**src/rtl/add8u_eval_pkg.sv**
```systemverilog
// Shared types and helpers for the add8u error-metric monitor.
// Holds the FSM encoding, default widths and saturating accumulation.
package add8u_eval_pkg;

  typedef enum logic [1:0] {
    IDLE,
    RUN,
    DRAIN,
    REPORT
  } state_t;

  localparam int WIDTH_D = 8;
  localparam int CNT_W_D = 17;
  localparam int ABS_W_D = 27;
  localparam int SQ_W_D  = 36;

  // Clamp to the all-ones value of a w-bit register instead of wrapping
  function automatic logic [63:0] sat_add(
    input logic [63:0] acc,
    input logic [63:0] inc,
    input int          w
  );
    logic [64:0] sum;
    logic [64:0] lim;
    sum = {1'b0, acc} + {1'b0, inc};
    lim = (65'd1 << w) - 65'd1;
    return (sum > lim) ? lim[63:0] : sum[63:0];
  endfunction

endpackage

```
**src/rtl/add8u_err_stage.sv**
```systemverilog
// Combinational error arithmetic for the monitor pipeline.
// Front half feeds S1 (|O - (A+B)|), back half feeds S2 (square).
module add8u_err_stage #(
  parameter int WIDTH = 8
) (
  input  logic [WIDTH-1:0]   a,
  input  logic [WIDTH-1:0]   b,
  input  logic [WIDTH:0]     o,
  input  logic [WIDTH:0]     mag,
  output logic [WIDTH:0]     abs_err,
  output logic [2*WIDTH+1:0] sq
);

  logic [WIDTH:0] exact;

  always_comb begin
    exact = {1'b0, a} + {1'b0, b};
    if (o >= exact) begin
      abs_err = o - exact;
    end else begin
      abs_err = exact - o;
    end
    sq = (2*WIDTH+2)'(mag) * (2*WIDTH+2)'(mag);
  end

endmodule

```
**src/rtl/add8u_err_monitor.sv**
```systemverilog
// Streaming MAE/MSE/WCE/EP accumulator for approximate 8-bit adders.
// Two-stage error pipeline feeding saturating accumulators under an FSM.
module add8u_err_monitor
  import add8u_eval_pkg::*;
#(
  parameter int WIDTH = WIDTH_D,
  parameter int CNT_W = CNT_W_D,
  parameter int ABS_W = ABS_W_D,
  parameter int SQ_W  = SQ_W_D
) (
  input  logic             clk,
  input  logic             rst,
  input  logic             start,
  input  logic             in_valid,
  output logic             in_ready,
  input  logic [WIDTH-1:0] in_a,
  input  logic [WIDTH-1:0] in_b,
  input  logic [WIDTH:0]   in_o,
  input  logic             in_last,
  output logic             res_valid,
  input  logic             res_ready,
  output logic [CNT_W-1:0] res_count,
  output logic [ABS_W-1:0] res_sum_abs,
  output logic [SQ_W-1:0]  res_sum_sq,
  output logic [WIDTH:0]   res_wce,
  output logic [CNT_W-1:0] res_err_cnt,
  output logic             busy
);

  state_t state;
  state_t state_n;
  logic   flush;
  logic   accept;

  logic                 s1_valid;
  logic [WIDTH:0]       s1_abs;
  logic                 s2_valid;
  logic [WIDTH:0]       s2_abs;
  logic [2*WIDTH+1:0]   s2_sq;

  logic [WIDTH:0]       abs_err;
  logic [2*WIDTH+1:0]   sq;

  logic [CNT_W-1:0] count;
  logic [ABS_W-1:0] sum_abs;
  logic [SQ_W-1:0]  sum_sq;
  logic [WIDTH:0]   wce;
  logic [CNT_W-1:0] err_cnt;

  add8u_err_stage #(
    .WIDTH(WIDTH)
  ) u_stage (
    .a      (in_a),
    .b      (in_b),
    .o      (in_o),
    .mag    (s1_abs),
    .abs_err(abs_err),
    .sq     (sq)
  );

  always_ff @(posedge clk) begin
    if (rst) begin
      state <= IDLE;
    end else begin
      state <= state_n;
    end
  end

  always_comb begin
    state_n   = state;
    in_ready  = 1'b0;
    res_valid = 1'b0;
    busy      = 1'b0;
    flush     = 1'b0;
    unique case (state)
      IDLE: begin
        if (start) begin
          flush   = 1'b1;
          state_n = RUN;
        end
      end
      RUN: begin
        in_ready = 1'b1;
        busy     = 1'b1;
        if (start) begin
          flush = 1'b1;
        end else if (in_valid && in_last) begin
          state_n = DRAIN;
        end
      end
      DRAIN: begin
        busy = 1'b1;
        if (start) begin
          flush   = 1'b1;
          state_n = RUN;
        end else if (!s1_valid) begin
          // S2 retires on this edge, so the pipeline is empty in REPORT
          state_n = REPORT;
        end
      end
      REPORT: begin
        res_valid = 1'b1;
        if (res_ready) begin
          state_n = IDLE;
        end
      end
      default: state_n = IDLE;
    endcase
  end

  assign accept = in_valid && in_ready && !start;

  always_ff @(posedge clk) begin
    if (rst || flush) begin
      s1_valid <= 1'b0;
      s1_abs   <= '0;
      s2_valid <= 1'b0;
      s2_abs   <= '0;
      s2_sq    <= '0;
      count    <= '0;
      sum_abs  <= '0;
      sum_sq   <= '0;
      wce      <= '0;
      err_cnt  <= '0;
    end else begin
      s1_valid <= accept;
      if (accept) begin
        s1_abs <= abs_err;
      end
      s2_valid <= s1_valid;
      if (s1_valid) begin
        s2_abs <= s1_abs;
        s2_sq  <= sq;
      end
      if (s2_valid) begin
        count   <= CNT_W'(sat_add(64'(count), 64'd1, CNT_W));
        sum_abs <= ABS_W'(sat_add(64'(sum_abs), 64'(s2_abs), ABS_W));
        sum_sq  <= SQ_W'(sat_add(64'(sum_sq), 64'(s2_sq), SQ_W));
        err_cnt <= CNT_W'(sat_add(64'(err_cnt),
                                  64'(s2_abs != '0), CNT_W));
        if (s2_abs > wce) begin
          wce <= s2_abs;
        end
      end
    end
  end

  assign res_count   = count;
  assign res_sum_abs = sum_abs;
  assign res_sum_sq  = sum_sq;
  assign res_wce     = wce;
  assign res_err_cnt = err_cnt;

endmodule

```
**config.mk**
```make
export PLATFORM = sky130hd
export DESIGN_NAME = add8u_err_monitor
export DESIGN_NICKNAME = d
export VERILOG_FILES = /design/src/rtl/add8u_eval_pkg.sv /design/src/rtl/add8u_err_stage.sv /design/src/rtl/add8u_err_monitor.sv
export SDC_FILE = /design/constraint.sdc
export NUM_CORES = 1
export LEC_CHECK = 0
export CAP_MARGIN = 20
export CORE_ASPECT_RATIO = 0.9
export CORE_MARGIN = 2
export CORE_UTILIZATION = 25
export DETAILED_ROUTE_END_ITERATION = 16
export GPL_TIMING_DRIVEN = 0
export PLACE_DENSITY = 0.5
export SYNTH_ARGS = -nofsm -noshare
export SYNTH_HDL_FRONTEND = slang
export SYNTH_HIERARCHICAL = 1
export SYNTH_SLANG_ARGS = --single-unit
export TNS_END_PERCENT = 100
```
**constraint.sdc**
```tcl
create_clock -name clk -period 9.24 [get_ports clk]
set_input_delay 1.386 -clock clk [delete_from_list [all_inputs] [get_ports clk]]
set_output_delay 1.386 -clock clk [all_outputs]
set_load 0.005 [all_outputs]
```
Word-level counts from Yosys, hierarchy flattened --
Index checks and enable logic that the tools add are counted.
Cells by class: add/sub/neg operators 7, $mul 1, div/mod/pow operators 0, $lt $le $gt $ge 6, equal/unequal tests 8, shift operators 0, mux-type cells 17, bitwise logic cells 0, reductions and logical operators 11
Operators by type and width (number):
- $add A36 B18 Y37 | 1
- $gt A37 B36 Y1 const B | 1
- $gt A18 B17 Y1 const B | 2
- $mux W36 | 1
- $mux W17 | 2
- $add A27 B9 Y28 | 1
- $gt A28 B27 Y1 const B | 1
- $mux W27 | 1
- $add A17 B1 Y18 | 1
- $add A17 B1 Y18 const B | 1
- $mul A9 B9 Y18 | 1
- $sub A9 B9 Y9 | 2
- $mux W2 | 6
- $add A8 B8 Y9 | 1
- $ge A9 B9 Y1 | 1
- $gt A9 B9 Y1 | 1
- $mux W9 | 1
- $reduce_bool A9 Y1 | 1
- $ne A2 B2 Y1 const B | 4
- $pmux W2 S4 | 1
- $mux W1 | 5
- $reduce_and A5 Y1 | 1
- $eq A2 B2 Y1 const B | 2
- $logic_and A1 B1 Y1 | 3
- other kinds (8) | 8
Storage, ports and cells: register bits 146, bits in latches 0, RAM bits 0, ROM bits 0, output and inout bits 109, word-level logic and storage cells 61, memories kept 0

Logic depth before layout (Yosys ltp) --
word-level depth 4, gate-level depth with buffers 20, depth with buffers taken out 19

Hierarchy --
The synthesis kept the hierarchy.
By module, submodules not included:
- add8u_err_monitor | times used 1, cells each 889, area an instance 7668.6 µm², seq. area each 2922.8 µm²
- add8u_err_stage | times used 1, cells each 396, area an instance 3125.5 µm², seq. area each 0.0 µm²

Worst setup path before layout --
Ideal clock, no wire load.
path kind input -> register, start input in_a[0], end register s1_abs[8], arrival time 4.440 ns, slack 4.729 ns, stages on the path 15, buffers on the path 0, cells stage by stage ha_1 fa_1 a21o_1 a21oi_1 o21ai_0 a21oi_1 xnor2_1 ha_1 a21o_1 a211o_1 o22ai_2 mux2_2 mux2i_1 nand3_1 a21oi_1
Between the ends: cells in the longest elaborated chain, start to end 3, elaborated cells on any way between the ends 5, classes of those cells 3 x add/sub; 1 x order compare; 1 x mux
Ends and longest elaborated chain:
- from (decl) | line add8u_err_monitor.sv:16 | input logic [WIDTH-1:0] in_a,
- $add A8 B8 Y9 (*) | line add8u_err_stage.sv:17 | exact = {1'b0, a} + {1'b0, b};
- $sub A9 B9 Y9 (tied with other cells) | line add8u_err_stage.sv:21 | abs_err = exact - o;
- $mux W9 (*) | line add8u_err_stage.sv:18 | if (o >= exact) begin
- net abs_err[8] | line add8u_err_monitor.sv:41 | logic [WIDTH:0] abs_err;
- to (signal assigned) | line add8u_err_monitor.sv:128 | s1_abs <= abs_err;
- to (decl) | line add8u_err_monitor.sv:36 | logic [WIDTH:0] s1_abs;
The timed path passes the listed nets; every way through them passes the cells marked *. A chain may end at the register's enable or synchronous reset.

Worst setup path in the final report --
start register s1_abs[2], end register s2_sq[14]
Between the ends: cells in the longest elaborated chain, start to end 1
Ends and longest elaborated chain:
- $mul A9 B9 Y18 | line add8u_err_stage.sv:23 | sq = (2*WIDTH+2)'(mag) * (2*WIDTH+2)'(mag);
- net sq[14] | line add8u_err_monitor.sv:42 | logic [2*WIDTH+1:0] sq;
- to (signal assigned) | line add8u_err_monitor.sv:133 | s2_sq <= sq;
- to (decl) | line add8u_err_monitor.sv:39 | logic [2*WIDTH+1:0] s2_sq;
The timed path passes the listed nets, and every way through them passes these cells.

==> results.sh <==
export IMPL_synth_seq_cells=146
export IMPL_wl_per_cell_um=15.5
export IMPL_wirelength_um=31200
export IMPL_dr_pass1_iters=5
export IMPL_grt_pass1_wl_um=51000
export IMPL_cellLeakagePower_nw=5.37
export IMPL_portBuffers=139
export IMPL_critPathArrivalTime_ns=5.30
export IMPL_async_flop_share_pct=0
export IMPL_critical_path_top_delay_family="adder cells"
export IMPL_nets=1616
export IMPL_cts_tree="done"
export IMPL_ant_nets=0
export IMPL_die_area_um2=44900
export IMPL_power_share_combinational_pct=16.7
export IMPL_num_vias=9572
export IMPL_ctsLongestPathBuffers=2
export IMPL_dp_hpwl_um=24600
export IMPL_fmax_mhz=201
export IMPL_num_antenna_cells=0
export IMPL_setup_viol=0
export IMPL_ys_types=77
export IMPL_htreeDepth=4
export IMPL_max_vdd_ir_drop_mv=0.117
export IMPL_die_y_um=201
export IMPL_drv_cap=0
export IMPL_min_period_ns=4.98
export IMPL_internal_power_mw=1.18
export IMPL_max_slew_margin_pct=38.8
export IMPL_ctsHoldBuffers=0
export IMPL_grt_max_degree=17
export IMPL_start_kind="flop"
export IMPL_path_buf_inv=4
export IMPL_maxSlewViolCount=0
export IMPL_endpoint="s2_sq[14]"
export IMPL_worst_pin_slew_ns=0.918
export IMPL_drc=0
export IMPL_worstSetupPathType="flop to flop"
export IMPL_worst_path_largest_cell_delay_ns=0.53
export IMPL_fin_util_pct=31.5
export IMPL_post_drt_via_cell_ratio=4.76
export IMPL_end_kind="flop"
export IMPL_cts_root_buf="clkbuf_16"
export IMPL_clk_pin_slew_ns=0.06
export IMPL_clkPwrFrac_pct=44.2
export IMPL_syn_num_nets=1458
export IMPL_insertion_delay_ns=0.45
export IMPL_drtIter0Drc=460
export IMPL_power_density_nw_per_um2=122
export IMPL_grt_usage_pct=14.1
export IMPL_crit_chain="clkbuf_1, inv_1, nor2_1, fa_1, fa_1, ha_1, inv_1, fa_1, inv_1, fa_1, a21o_1, a211oi_1, o31ai_1, a21oi_1, a21oi_1, xnor2_1, mux2i_1, nor2_1"
export IMPL_crit_top_cell="fa_1"
export IMPL_p_total_mw=1.64
export IMPL_rows=72
export IMPL_crit_cells=18
export IMPL_yosys_warnings=6
export IMPL_finalClockSkew_ns=0.00779
export IMPL_syn_to_final_growth_pct=24.9
export IMPL_grt_overflow=0
export IMPL_cp_max_fo=10
export IMPL_antenna_found_initial=0
export IMPL_fin_setup_tns_ns=0
export IMPL_cpMaxStageDelayCell="fa_1"
export IMPL_worstPathRequired_ns=9.56
export IMPL_hold_class="flop to flop"
export IMPL_start_util_pct=25.2
export IMPL_core_area_um2=42800
export IMPL_finalHoldViolCount=0
export IMPL_pin_count=140
export IMPL_r2r_start="s1_abs[2]"
export IMPL_p_seq_share_pct=39.2
export IMPL_fin_crit_sh_pct=53.9
export IMPL_syn_area_per_cell_um2=8.40
export IMPL_seq_area_frac_synth_pct=27.1
export IMPL_drive_above_1_share_pct=4.81
export IMPL_startpoint="s1_abs[2]"
export IMPL_swShare_pct=28.1
export IMPL_cts_resized=0
export IMPL_status="finished, final reports clean"
export IMPL_die_width_um=223
export IMPL_reg2reg_slack_ns=4.26
export IMPL_syn_inst=1285
export IMPL_synth_edf_count=0
export IMPL_r2r_end="s2_sq[14]"
export IMPL_grt_pass1_vias=9503
export IMPL_synth_main_ff_cell="dfxtp_1"
export IMPL_gp_congestion=0.843
export IMPL_p_switching_uw=462
export IMPL_cts_setup_buffers=0
export IMPL_worst_r2r_path_depth=18
export IMPL_netlist_area_um2=10800
export IMPL_cts_buffers=17
export IMPL_clock_sinks=146
export IMPL_rsz0062_at_grt="no"
-- placed cells by master (no fill, tap or decap), drive strengths merged, types with 16 or more instances in the layout --
cell and instances:
mux2i 49, inv 134, buf 16, a211oi 16, nand3 40, nor3 24, clkdlybuf4s50 139, a21o 17
and2 28, a21oi 120, nand4 20, xnor2 42, xor2 39, and3 22, nand2 85, ha 104
a31oi 32, clkbuf 54, dfxtp 146, o21ai 52, nor2 97, fa 38
-- area by class of cell --
type / instances / area [um^2]
plain buffers: 51 / 228
clock buffers: 19 / 443
clock inverters: 13 / 160
fillers: 4531 / 29300
inverters: 133 / 499
multi-input cells: 955 / 7140
flip-flops and latches: 146 / 2920
well taps: 555 / 694
repair buffers: 139 / 1390
-- per-stage QoR --
stage / hold WS (ns) / cell area [um^2] / setup slack, ns / instances
final: 0.493 / 13500 / 4.26 / 2011
after global routing: 0.525 / 13500 / 3.90 / 2011
after CTS: 0.495 / 13500 / 4.24 / 2011
after detailed placement: 0.486 / 12900 / 3.77 / 1979
after global placement: 0.473 / 12900 / 3.77 / 1979
after floorplan: 0.448 / 10800 / 4.73 / 1285
-- worst min-delay path, delay by kind of cell (launching register included) --
family / cells / cell delay, ns
AOI/OAI and AO/OA: 1 / 0.05
and+or+nand+nor: 1 / 0.06
DFF: 1 / 0.33
-- per-layer routing --
| layer | wire, um | part of all wire (%) | track usage [%] |
|---|---|---|---|
| met1 | 15700 | 50 | 19.8 |
| met5 | 0 | 0 | 0 |
| met4 | 278 | 0.89 | 3.19 |
| met2 | 13700 | 44 | 22.0 |
| met3 | 1570 | 5.0 | 3.26 |
-- sequential cells by signal (all words and copies together) (netlist names) --
name,count
res_count,17
res_err_cnt,17
res_sum_abs,27
res_sum_sq,36
res_wce,9
s1_abs,9
s1_valid,1
s2_abs,9
s2_sq,18
s2_valid,1
state,2
-- cell usage after synthesis (all sizes together) (4+ instances only) --
cell type / instances / area (um^2)
a2111oi: 4 / 72.6
a211oi: 16 / 130
a21o: 17 / 128
a21oi: 120 / 604
a311oi: 9 / 85.1
a31oi: 32 / 200
and2: 28 / 175
and3: 22 / 138
and4: 10 / 90.1
buf: 16 / 95.1
clkbuf: 35 / 133
dfxtp: 146 / 2920
fa: 38 / 761
ha: 104 / 1300
inv: 133 / 499
mux2i: 49 / 490
nand2: 85 / 329
nand2b: 5 / 31.3
nand3: 40 / 200
nand4: 20 / 131
nor2: 97 / 369
nor2b: 14 / 87.6
nor3: 24 / 130
nor4: 5 / 31.3
o2111ai: 4 / 41.3
o211ai: 8 / 60.1
o21a: 6 / 45.0
o21ai: 52 / 260
o31ai: 7 / 52.6
or3: 8 / 55.1
xnor2: 42 / 368
xor2: 39 / 342
-- logic make-up (layout without fill, tap and decap cells) --
kind of cell,Yosys count,after routing,synth area share (%)
AO/OA/AOI/OAI,310,310,18.5
XOR/XNOR,81,81,6.57
adder cells (fa/ha/maj),142,142,19.1
buffers and inverters,184,355,6.73
flip-flops,146,146,27.1
multiplexers,51,51,4.75
other,1,1,0.0347
AND/OR/NAND/NOR,370,370,17.2
-- power by group through the flow --
stage                     Clock [mW]  Combinational, mW  Sequential, mW
after floorplan                    0              0.185           0.655
after global placement             0              0.273           0.658
after detailed placement           0              0.275           0.659
after CTS                      0.744              0.277           0.645
after global routing           0.772              0.306           0.645
final                          0.726              0.274           0.645
-- worst min path at each step --
| stage | startpoint | to | cells after the start |
|---|---|---|---|
| finish | s1_abs[2] | s1_abs[2] | 2 |
| global route | s1_abs[2] | s1_abs[2] | 2 |
| CTS | s1_abs[2] | s1_abs[2] | 2 |
| detailed placement | s1_abs[2] | s1_abs[2] | 2 |
| global placement | s1_abs[2] | s1_abs[2] | 2 |
| floorplan | s1_abs[2] | s1_abs[2] | 2 |
No activity file was read; power rests on OpenSTA's default activity.
